**src/rtl/gcd_lcm_mmio.sv**
```systemverilog
// Memory-mapped GCD/LCM accelerator: operand/control/status/result registers on a CPU data bus,
// with a subtract-based GCD engine and an add-based LCM engine sharing two working registers.
module gcd_lcm_mmio #(
    parameter logic [31:0] BASE = 32'h0000_0100
) (
    input  logic        clk,
    input  logic        reset,
    input  logic        MemWrite,
    input  logic [31:0] DataAdr,
    input  logic [31:0] WriteData,
    output logic [31:0] ReadData,
    output logic        Busy,
    output logic        Done
);

    localparam int unsigned DW = 32;
    localparam int unsigned OW = 16;

    localparam logic [DW-1:0] OFF_OPA    = 32'h0000_0000;
    localparam logic [DW-1:0] OFF_OPB    = 32'h0000_0004;
    localparam logic [DW-1:0] OFF_CTRL   = 32'h0000_0008;
    localparam logic [DW-1:0] OFF_STATUS = 32'h0000_000C;
    localparam logic [DW-1:0] OFF_RESULT = 32'h0000_0010;

    typedef enum logic [1:0] {
        IDLE    = 2'd0,
        RUN_GCD = 2'd1,
        RUN_LCM = 2'd2
    } state_t;

    state_t        state_q, state_d;
    logic [OW-1:0] opa_q, opa_d;
    logic [OW-1:0] opb_q, opb_d;
    logic [DW-1:0] x_q, x_d;
    logic [DW-1:0] y_q, y_d;
    logic [DW-1:0] result_q, result_d;
    logic          busy_q, busy_d;
    logic          done_q, done_d;

    logic [DW-1:0] off_c;
    logic          wr_opa_c, wr_opb_c, wr_ctrl_c;
    logic          unused_wdata;

    // BASE is word aligned, so any misaligned address misses every exact offset match.
    assign off_c     = DataAdr - BASE;
    assign wr_opa_c  = MemWrite && (off_c == OFF_OPA);
    assign wr_opb_c  = MemWrite && (off_c == OFF_OPB);
    assign wr_ctrl_c = MemWrite && (off_c == OFF_CTRL);

    assign unused_wdata = ^WriteData[DW-1:OW];

    // Load path, combinational from the address.
    always_comb begin
        ReadData = '0;
        case (off_c)
            OFF_OPA:    ReadData = DW'(opa_q);
            OFF_OPB:    ReadData = DW'(opb_q);
            OFF_STATUS: ReadData = {30'd0, done_q, busy_q};
            OFF_RESULT: ReadData = result_q;
            default:    ReadData = '0;
        endcase
    end

    // Next-state and datapath update.
    always_comb begin
        state_d  = state_q;
        opa_d    = opa_q;
        opb_d    = opb_q;
        x_d      = x_q;
        y_d      = y_q;
        result_d = result_q;
        busy_d   = busy_q;
        done_d   = done_q;

        case (state_q)
            IDLE: begin
                if (wr_opa_c) opa_d = WriteData[OW-1:0];
                if (wr_opb_c) opb_d = WriteData[OW-1:0];
                if (wr_ctrl_c && WriteData[0]) begin
                    x_d     = DW'(opa_q);
                    y_d     = DW'(opb_q);
                    done_d  = 1'b0;
                    busy_d  = 1'b1;
                    state_d = WriteData[1] ? RUN_LCM : RUN_GCD;
                end
            end
            RUN_GCD: begin
                // Zero can only be present on the first cycle; x|y picks the nonzero operand.
                if ((x_q == '0) || (y_q == '0) || (x_q == y_q)) begin
                    result_d = x_q | y_q;
                    done_d   = 1'b1;
                    busy_d   = 1'b0;
                    state_d  = IDLE;
                end else if (x_q > y_q) begin
                    x_d = x_q - y_q;
                end else begin
                    y_d = y_q - x_q;
                end
            end
            RUN_LCM: begin
                if ((x_q == '0) || (y_q == '0) || (x_q == y_q)) begin
                    result_d = ((x_q == '0) || (y_q == '0)) ? '0 : x_q;
                    done_d   = 1'b1;
                    busy_d   = 1'b0;
                    state_d  = IDLE;
                end else if (x_q < y_q) begin
                    x_d = x_q + DW'(opa_q);
                end else begin
                    y_d = y_q + DW'(opb_q);
                end
            end
            default: begin
                state_d = IDLE;
                busy_d  = 1'b0;
            end
        endcase
    end

    always_ff @(posedge clk or negedge reset) begin
        if (!reset) begin
            state_q  <= IDLE;
            opa_q    <= '0;
            opb_q    <= '0;
            x_q      <= '0;
            y_q      <= '0;
            result_q <= '0;
            busy_q   <= 1'b0;
            done_q   <= 1'b0;
        end else begin
            state_q  <= state_d;
            opa_q    <= opa_d;
            opb_q    <= opb_d;
            x_q      <= x_d;
            y_q      <= y_d;
            result_q <= result_d;
            busy_q   <= busy_d;
            done_q   <= done_d;
        end
    end

    assign Busy = busy_q;
    assign Done = done_q;

endmodule

```
**config.mk**
```make
export PLATFORM = sky130hd
export DESIGN_NAME = gcd_lcm_mmio
export DESIGN_NICKNAME = d
export VERILOG_FILES = /design/src/rtl/gcd_lcm_mmio.sv
export SDC_FILE = /design/constraint.sdc
export NUM_CORES = 1
export LEC_CHECK = 0
export CORE_MARGIN = 5
export CORE_UTILIZATION = 50
export CTS_CLUSTER_SIZE = 10
export DETAILED_ROUTE_END_ITERATION = 12
export DONT_BUFFER_PORTS = 1
export SYNTH_ARGS = -nofsm -noshare
export SYNTH_HDL_FRONTEND = slang
export SYNTH_SLANG_ARGS = --single-unit
```
**constraint.sdc**
```tcl
create_clock -name clk -period 11 [get_ports clk]
set_input_delay 1.1 -clock clk [delete_from_list [all_inputs] [get_ports clk]]
set_output_delay 1.1 -clock clk [all_outputs]
set_load 0.01 [all_outputs]
```
==> results by stage, run 1 <==
Synth:
- The post-synthesis sequential element count is 132.
- Summing every instance area after synthesis gives 12,200 µm².
- The number of enable flip-flop cells after synthesis is 0.
- The number of distinct library cells after synthesis is 74.
- The multiplexer share of the synthesized area is 0.0600.
- The complex-gate fraction of the synthesized area is 0.225.
- The adder-cell share of the synthesized area is 0.124.
- Synthesis produced a netlist with a net count of 1,708.
- The register area share after synthesis is 0.270.
- By area the synthesized netlist is led by sky130_fd_sc_hd__dfrtp_1 27%, sky130_fd_sc_hd__ha_1 12%, sky130_fd_sc_hd__xnor2_1 5.4%.
- The yosys synthesis warning count is 0.
- For this run, asynchronously set or reset flops after synthesis account for 1.00.
- In the synthesized netlist the dominant register cell turns out to be sky130_fd_sc_hd__dfrtp_1.
- The synthesized-area fraction occupied by xor and xnor cells is 0.0681.
- The dominant combinational cell family by area after synthesis is compound AO/OA/AOI/OAI gates.
- The synthesized area per cell is 8.03 µm².
- The simple-gate area share of the yosys netlist is 0.191.
- Of the post-synthesis cell area, the dominant cell type holds 0.270.
- Summed over all instances, the cell type with the most area after synthesis is sky130_fd_sc_hd__dfrtp_1.
- The synthesized instance count is 1,522.

Outcome:
- The run finished with clean final reports.

STA:
- The count of endpoints failing setup in the final report is 0.
- The final worst-path cycle share is 0.514.
- The number of max-slew violations in the final report came to 0.
- Setup repair after global routing left no endpoint under its margin.
- Across the routed clock network, the largest skew measured is 0.0193 ns.
- After routing, the total negative slack on setup checks comes to 0 ns.
- The routed design could run at a clock period as short as 5.65 ns.
- For the pin with the worst max-slew slack, the measured transition is 1.14 ns.
- Static timing analysis puts the maximum clock frequency at 0.177 GHz.
- After layout, the worst setup slack is 5.35 ns.
- Headroom to the max-slew limit came out at 0.234.
- The number of failing hold endpoints at the final stage is 0.

Cells and area:
- The area added between synthesis and finish is 7.24%.
- The finished layout holds 1,812 standard cells, fillers aside.
- In the final layout, the share of cells above drive strength 1 is 0.0524.
- The share of the core filled with cells in the final layout is 0.542.
- The final layout net count is 1,661.
- The count of filler cells inserted in the layout is 2,333.
- The repair_antennas step left the layout with diodes totalling 0.

Route:
- The via count is 11,100.
- In this run the remaining antenna-violating nets after routing total 0.
- After detailed routing, the number of vias per cell comes to 6.14.
- The total wire length is 37,900 µm.
- The routed wire length per instance is 20.9 µm.
- For this block, the initial DRC count from the detailed router was 800.
- Before antenna repair, the detailed router went through 5 iterations.
- The count of unresolved DRC violations after routing is 0.

Clocking:
- No sink is reached through more buffers than the 2 on the longest clock path.
- The clock tree from TritonCTS is built.
- The number of hold buffers added after CTS was 0.
- The total number of H-tree levels is 4.
- The count of cells resized by post-cts repair is 0.
- The number of setup buffers added after CTS is 0.
- The number of clock buffers added by TritonCTS is 17.
- The cell sitting at the root of the clock tree is a sky130_fd_sc_hd__clkbuf_16.
- The clock reaches the later pin of the worst-skew pair after 0.44 ns.
- The clock net in this run drives a total of 132 sinks.
- Clock-pin slew was measured on the worst setup and hold paths at 0.07 ns.

Global route:
- After global routing the overflow that remains totals 0.
- The number of antenna violations at the first check in global routing is 0.
- The via count of the first global-routing pass is 10,900.
- The global-route wire length before repair is 60,500 µm.
- The maximum number of pins on one net before global-route repair is 133.
- The total routing resource utilization after global routing is 0.272.

Placed design:
- In this run the tool buffered the top-level ports with 0 buffer cells.
- The placed wire-length estimate is 27,600 µm.
- The pre-CTS setup slack is 5.29 ns.
- After detailed placement, the design holds a cell count of 1,780.
- The global placer's final weighted congestion is 0.915.

Run:
- Across the run, the number of max-cap violations was 0.

Die:
- The number of placement rows is 57.
- The core area is 24,200 µm².
- In this run the count of I/O pins placed on the die edge is 101.
- The initial standard-cell utilization of the core is 0.505.
- The die is 166 µm wide.
- The overall die height is 166 µm.
- The die footprint is 27,700 µm².

Setup path:
- Of all nets on the critical path, the largest fanout is 18.
- The worst setup path is launched from a primary input.
- Data on the critical path arrives at its endpoint at 4.55 ns.
- The kind of critical path is in2out.
- For the worst setup path, the data required time is 9.90 ns.
- The kind of end point of the critical path is an output pin.

Power:
- The static power due to leakage is 5.80 nW.
- The worst vdd rail ir drop is 0.158 mV.
- For this design the ratio of total power to cell area is 346 nW/µm².

Min path:
- The min-delay analysis places its worst path in the category in2async.
==> logic make-up after synthesis <==
family / after synthesis
simple gates: 484
compound gates: 432
buf+inv: 195
xor+xnor: 95
flops: 132
fa+ha+maj: 119
mux: 65
==> power breakdown <==
part	switching, mW	internal [mW]
clock	0.265	0.387
sequential	0.168	0.626
combinational	1.87	1.22
==> placed cells by master (no fill, tap or decap), types with 16 or more instances in the layout <==
master and n:
sky130_fd_sc_hd__o21bai_1 17, sky130_fd_sc_hd__nand3_1 31, sky130_fd_sc_hd__dfrtp_1 132, sky130_fd_sc_hd__a31oi_1 40, sky130_fd_sc_hd__o31ai_1 17, sky130_fd_sc_hd__o211ai_1 17
sky130_fd_sc_hd__nor2_1 167, sky130_fd_sc_hd__clkbuf_16 17, sky130_fd_sc_hd__nand2_1 103, sky130_fd_sc_hd__nand4_1 16, sky130_fd_sc_hd__mux2i_1 29, sky130_fd_sc_hd__mux2_1 23
sky130_fd_sc_hd__xor2_1 20, sky130_fd_sc_hd__xnor2_1 75, sky130_fd_sc_hd__a21oi_1 123, sky130_fd_sc_hd__o21ai_0 77, sky130_fd_sc_hd__o21ai_1 18, sky130_fd_sc_hd__nor3_1 37
sky130_fd_sc_hd__nor4_1 26, sky130_fd_sc_hd__inv_1 118, sky130_fd_sc_hd__a21o_1 22, sky130_fd_sc_hd__and2_1 21, sky130_fd_sc_hd__ha_1 114
==> registers in the layout, indices dropped and copies added, names as in the netlist <==
name	count
Busy	1
opb_q	16
opa_q	16
result_q	32
x_q	32
Done	1
y_q	32
state_q	2
==> worst max-delay path: stages <==
cell and delay (ns):
sky130_fd_sc_hd__or4_4 0.53, sky130_fd_sc_hd__or4_4 0.51, sky130_fd_sc_hd__a2111oi_0 0.44, sky130_fd_sc_hd__nand4_1 0.26, sky130_fd_sc_hd__or3_1 0.72, sky130_fd_sc_hd__nor2_1 0.70
sky130_fd_sc_hd__and2_1 0.28
==> cells in the mapped netlist (18+ instances only) <==
| library cell | count |
|---|---|
| sky130_fd_sc_hd__mux2_1 | 23 |
| sky130_fd_sc_hd__xnor2_1 | 75 |
| sky130_fd_sc_hd__nand3_1 | 31 |
| sky130_fd_sc_hd__and2_1 | 21 |
| sky130_fd_sc_hd__nor3_1 | 37 |
| sky130_fd_sc_hd__xor2_1 | 20 |
| sky130_fd_sc_hd__dfrtp_1 | 132 |
| sky130_fd_sc_hd__ha_1 | 116 |
| sky130_fd_sc_hd__a21oi_1 | 123 |
| sky130_fd_sc_hd__clkbuf_1 | 62 |
| sky130_fd_sc_hd__a21o_1 | 22 |
| sky130_fd_sc_hd__o21ai_1 | 18 |
| sky130_fd_sc_hd__inv_1 | 118 |
| sky130_fd_sc_hd__a31oi_1 | 41 |
| sky130_fd_sc_hd__nor2_1 | 167 |
| sky130_fd_sc_hd__nand2_1 | 103 |
| sky130_fd_sc_hd__mux2i_1 | 29 |
| sky130_fd_sc_hd__nor4_1 | 26 |
| sky130_fd_sc_hd__o21ai_0 | 77 |
==> layer usage <==
| layer | global-route usage | up-vias | part of all wire |
|---|---|---|---|
| li1 | - | 5383 | - |
| met1 | 0.357 | 5347 | 0.44 |
| met2 | 0.452 | 318 | 0.47 |
| met3 | 0.0376 | 77 | 0.049 |
| met4 | 0.112 | 0 | 0.042 |
| met5 | 0 | - | 0 |
==> final cells by class <==
type	count	area, µm²	area share
multi-input combinational	1195	8220	0.627
sequential	132	3300	0.252
inverter	118	443	0.0338
clock buffer	17	425	0.0325
tap	324	405	0.0309
clock inverter	15	223	0.0170
timing repair buffer	11	82.6	0.00630
==> final timing paths <==
path                         startpoint  slack, ns  cells after the start      endpoint
max in group asynchronous         reset      10.42                      0  result_q[14]
max reg2reg                  state_q[0]       5.69                     17       y_q[31]
min in group clk           result_q[21]       0.53                      2  result_q[21]
min                               reset       0.35                      0  result_q[25]
min reg2reg                result_q[21]       0.53                      2  result_q[21]
max                         DataAdr[11]       5.35                      7  ReadData[28]
==> metrics by stage <==
step / area [µm²] / power (mW) / hold slack, ns
after floorplan: 12200 / 3.12 / 0.487
after global placement: 12500 / 3.81 / 0.502
after detailed placement: 12500 / 3.84 / 0.511
after CTS: 13100 / 4.51 / 0.340
after global routing: 13100 / 4.93 / 0.339
final: 13100 / 4.54 / 0.355
Power figures use the tool's default switching activity.
==> run 2, diff against run 1 <==
--- a/config.mk
+++ b/config.mk
@@ -10,6 +10,7 @@
 export CTS_CLUSTER_SIZE = 10
 export DETAILED_ROUTE_END_ITERATION = 12
 export DONT_BUFFER_PORTS = 1
+export PLACE_DENSITY = 0.68
 export SYNTH_ARGS = -nofsm -noshare
 export SYNTH_HDL_FRONTEND = slang
 export SYNTH_SLANG_ARGS = --single-unit
==> constraint.sdc (replaced) <==
create_clock -name clk -period 4.81 [get_ports clk]
set_input_delay 0.481 -clock clk [delete_from_list [all_inputs] [get_ports clk]]
set_output_delay 0.481 -clock clk [all_outputs]
set_load 0.01 [all_outputs]
==> results by stage, run 2 (synthesis gave the netlist of run 1 again) <==
Cells and area:
- The share of the core filled with cells in the final layout is 0.546 (+0.00383).
- The final layout net count is 1,684 (+1.4%).
- In the layout the commonest cells are 167 x sky130_fd_sc_hd__nor2_1, 132 x sky130_fd_sc_hd__dfrtp_1, 123 x sky130_fd_sc_hd__a21oi_1, 118 x sky130_fd_sc_hd__inv_1, 114 x sky130_fd_sc_hd__ha_1.
- The share of final-layout standard cells stronger than drive strength 1 is 0.0669 (+0.0145).
- Leaving out fill and tap cells, the most frequent cell in the layout is sky130_fd_sc_hd__nor2_1.
- The count of antenna diodes in the layout came to 0 (unchanged).
- The count of filler cells inserted in the layout is 2,266 (-2.9%).
- The largest registers in the layout are result_q: 32 flops, x_q: 32 flops, y_q: 32 flops.
- The area added between synthesis and finish is 8.00%.
- The non-filler instance count after layout is 1,834 (+1.2%).
- The final instance area was 13,200 µm² (+0.71%).

Die:
- The core area came to 24,200 µm² (unchanged).
- The overall die height came to 166 µm (unchanged).
- The number of I/O pins came to 101 (unchanged).
- The floorplan die width is 166 µm (unchanged).
- The initial standard-cell utilization of the core is 0.505 (unchanged).
- The die footprint was 27,700 µm² (unchanged).
- The number of placement rows is 57 (unchanged).

Route:
- The routed wire length per instance came to 20.5 µm (-2.0%).
- The total iterations of the first detailed-routing run is 5 (unchanged).
- The total wire length is 37,600 µm (-0.86%).
- The via-per-instance ratio is 6.26 (+1.9%).
- The via count is 11,500 (+3.1%).
- The count of unresolved DRC violations after routing came to 0 (unchanged).
- The post-detailed-route count of antenna-violating nets is 0 (unchanged).
- The starting DRC count in detailed routing is 917 (+15%).

Clocking:
- The clock-pin slew reported for the worst setup and hold paths after clock tree synthesis is 0.07 ns (about the same).
- The total number of H-tree levels came to 4 (unchanged).
- The number of clock sinks seen by CTS is 132 (unchanged).
- The clock tree from TritonCTS is built.
- The buffer levels on the longest clock path came to 2 (unchanged).
- The total clock buffers created by CTS was 17 (unchanged).
- CTS placed an instance of sky130_fd_sc_hd__clkbuf_16 at the clock tree root.
- The source-to-sink clock delay at the later pin of the worst-skew pair was 0.44 ns (about the same).

STA:
- The aggregate negative setup slack is 0 ns (unchanged).
- The highest clock frequency the design can meet is 0.222 GHz.
- Subtracting the final worst setup slack from the clock period gives 4.51 ns.
- The post-route clock skew was 0.0113 ns (-0.00796 ns).
- The slew of the pin with the lowest slew margin is 1.16 ns (+0.0150 ns).
- The worst slew margin relative to its limit came to 0.227 (-0.00677).
- The count of endpoints failing setup in the final report was 0 (unchanged).
- Setup repair after global routing left no endpoint under its margin.
- The number of max-slew violations in the final report is 0 (unchanged).
- Of the available clock period, the critical path in the final layout requires 0.937.
- The number of failing hold endpoints at the final stage is 0 (unchanged).

Setup path:
- The biggest fanout along the worst timing path is 7 (-11).
- The worst setup slack for register-to-register paths was 0.30 ns (-5.39 ns).
- The critical path is of the reg2reg type.
- The critical path startpoint category is a flip-flop.
- The kind of end point of the critical path is a flip-flop.
- The arrival time of data at the critical path endpoint was 4.79 ns (+0.24 ns).
- The required arrival time at the worst endpoint is 5.09 ns (-4.81 ns).

Power:
- The worst vdd rail ir drop is 0.403 mV (+150%).
- The static power due to leakage is 5.86 nW (+1.2%).
- The total power divided by cell area was 784 nW/µm² (+130%).

Placed design:
- The placed cell area came to 12,600 µm² (+1.2%).
- The placed wire-length estimate was 27,600 µm (-0.15%).
- The cell count after placement came to 1,801 (+1.2%).
- The global placer's final weighted congestion was 0.992 (+8.4%).
- The number of buffers added on ports is 0 (unchanged).

Global route:
- The number of antenna violations at the first check in global routing was 0 (unchanged).
- The maximum number of pins on one net before global-route repair is 133 (unchanged).
- The remaining global-route overflow was 0 (unchanged).
- The total routing resource utilization after global routing is 0.267 (-0.00444).
- The via count of the first global-routing pass was 11,200 (+2.0%).
- The global-route wire length before repair is 60,100 µm (-0.76%).

Min path:
- The path type of the worst min-delay path is in2async.

Outcome:
- The flow ran to the end, and the final reports show no timing, DRC or antenna violations.

Run:
- The number of violations of the max-capacitance limit was 0 (unchanged).
==> run 2: cell count changes in the layout (fill, tap and decap cells not counted), sizes merged <==
cell / before / now
buf: 11 / 34
bufinv: 4 / 1
clkinv: 6 / 4
clkinvlp: 1 / 4
inv: 122 / 123
==> run 2: power by group <==
| part | switching [mW] | leakage (nW) | internal [mW] |
|---|---|---|---|
| Sequential | 0.359 | 1.76 | 1.43 |
| Clock | 0.561 | 0.263 | 0.712 |
| Combinational | 4.38 | 3.84 | 2.90 |
| Total | 5.30 | 5.86 | 5.04 |
==> run 2: path summary, 6_finish.rpt <==
| path | start | endpoint | cells past startpoint |
|---|---|---|---|
| worst max-delay path | x_q[2] | y_q[18] | 16 |
| worst min-delay path | reset | result_q[25] | 1 |
| worst max register to register | x_q[2] | y_q[18] | 16 |
| worst min register to register | result_q[25] | result_q[25] | 2 |
| max in group asynchronous | reset | y_q[11] | 1 |
| min in group clk | WriteData[1] | state_q[0] | 1 |
==> run 2: layer usage <==
layer / part of all wire / track usage / up-vias
met2: 0.46 / 0.434 / 425
li1: - / - / 5441
met5: 0 / 0 / -
met4: 0.042 / 0.113 / 0
met1: 0.43 / 0.353 / 5507
met3: 0.065 / 0.0450 / 99
==> run 2: final cells by class <==
class | instances | area [µm²] | share of cell area
inverter | 118 | 443 | 0.0336
sequential | 132 | 3300 | 0.250
timing repair buffer | 34 | 275 | 0.0209
clock inverter | 14 | 128 | 0.00967
clock buffer | 17 | 425 | 0.0322
multi-input combinational | 1195 | 8210 | 0.622
tap | 324 | 405 | 0.0307
==> run 2: stage by stage <==
step	power [mW]	setup WS, ns	hold slack (ns)
6_report	10.3	0.304	0.00967
5_1_grt	11.2	0.000865	0.0814
4_1_cts	10.2	0.297	0.0628
3_5_place_dp	8.87	0.322	0.189
3_3_place_gp	8.77	0.359	0.190
2_1_floorplan	7.14	0.558	0.185
==> run 2: critical path, cell delays in order (launching register included) <==
cell and delay [ns]:
sky130_fd_sc_hd__dfrtp_1 0.46, sky130_fd_sc_hd__or4_4 0.60, sky130_fd_sc_hd__or2_2 0.36, sky130_fd_sc_hd__o41ai_1 0.32, sky130_fd_sc_hd__nand3_1 0.14, sky130_fd_sc_hd__nand2_1 0.09, sky130_fd_sc_hd__ha_1 0.27, sky130_fd_sc_hd__a21o_1 0.20
sky130_fd_sc_hd__a21oi_1 0.21, sky130_fd_sc_hd__o21a_1 0.19, sky130_fd_sc_hd__o211ai_1 0.27, sky130_fd_sc_hd__a31o_2 0.33, sky130_fd_sc_hd__a2111oi_0 0.46, sky130_fd_sc_hd__nor3_1 0.12, sky130_fd_sc_hd__xor2_1 0.16, sky130_fd_sc_hd__nand3_1 0.08
sky130_fd_sc_hd__o21ai_0 0.09
==> run 2: repair_timing <==
action / in CTS / in global routing
hold buffers: 1 / 0
gates resized for setup: 0 / 1
endpoints found under the hold margin: 132 / 0
setup endpoints to repair: 0 / 4
setup buffers: 0 / 1
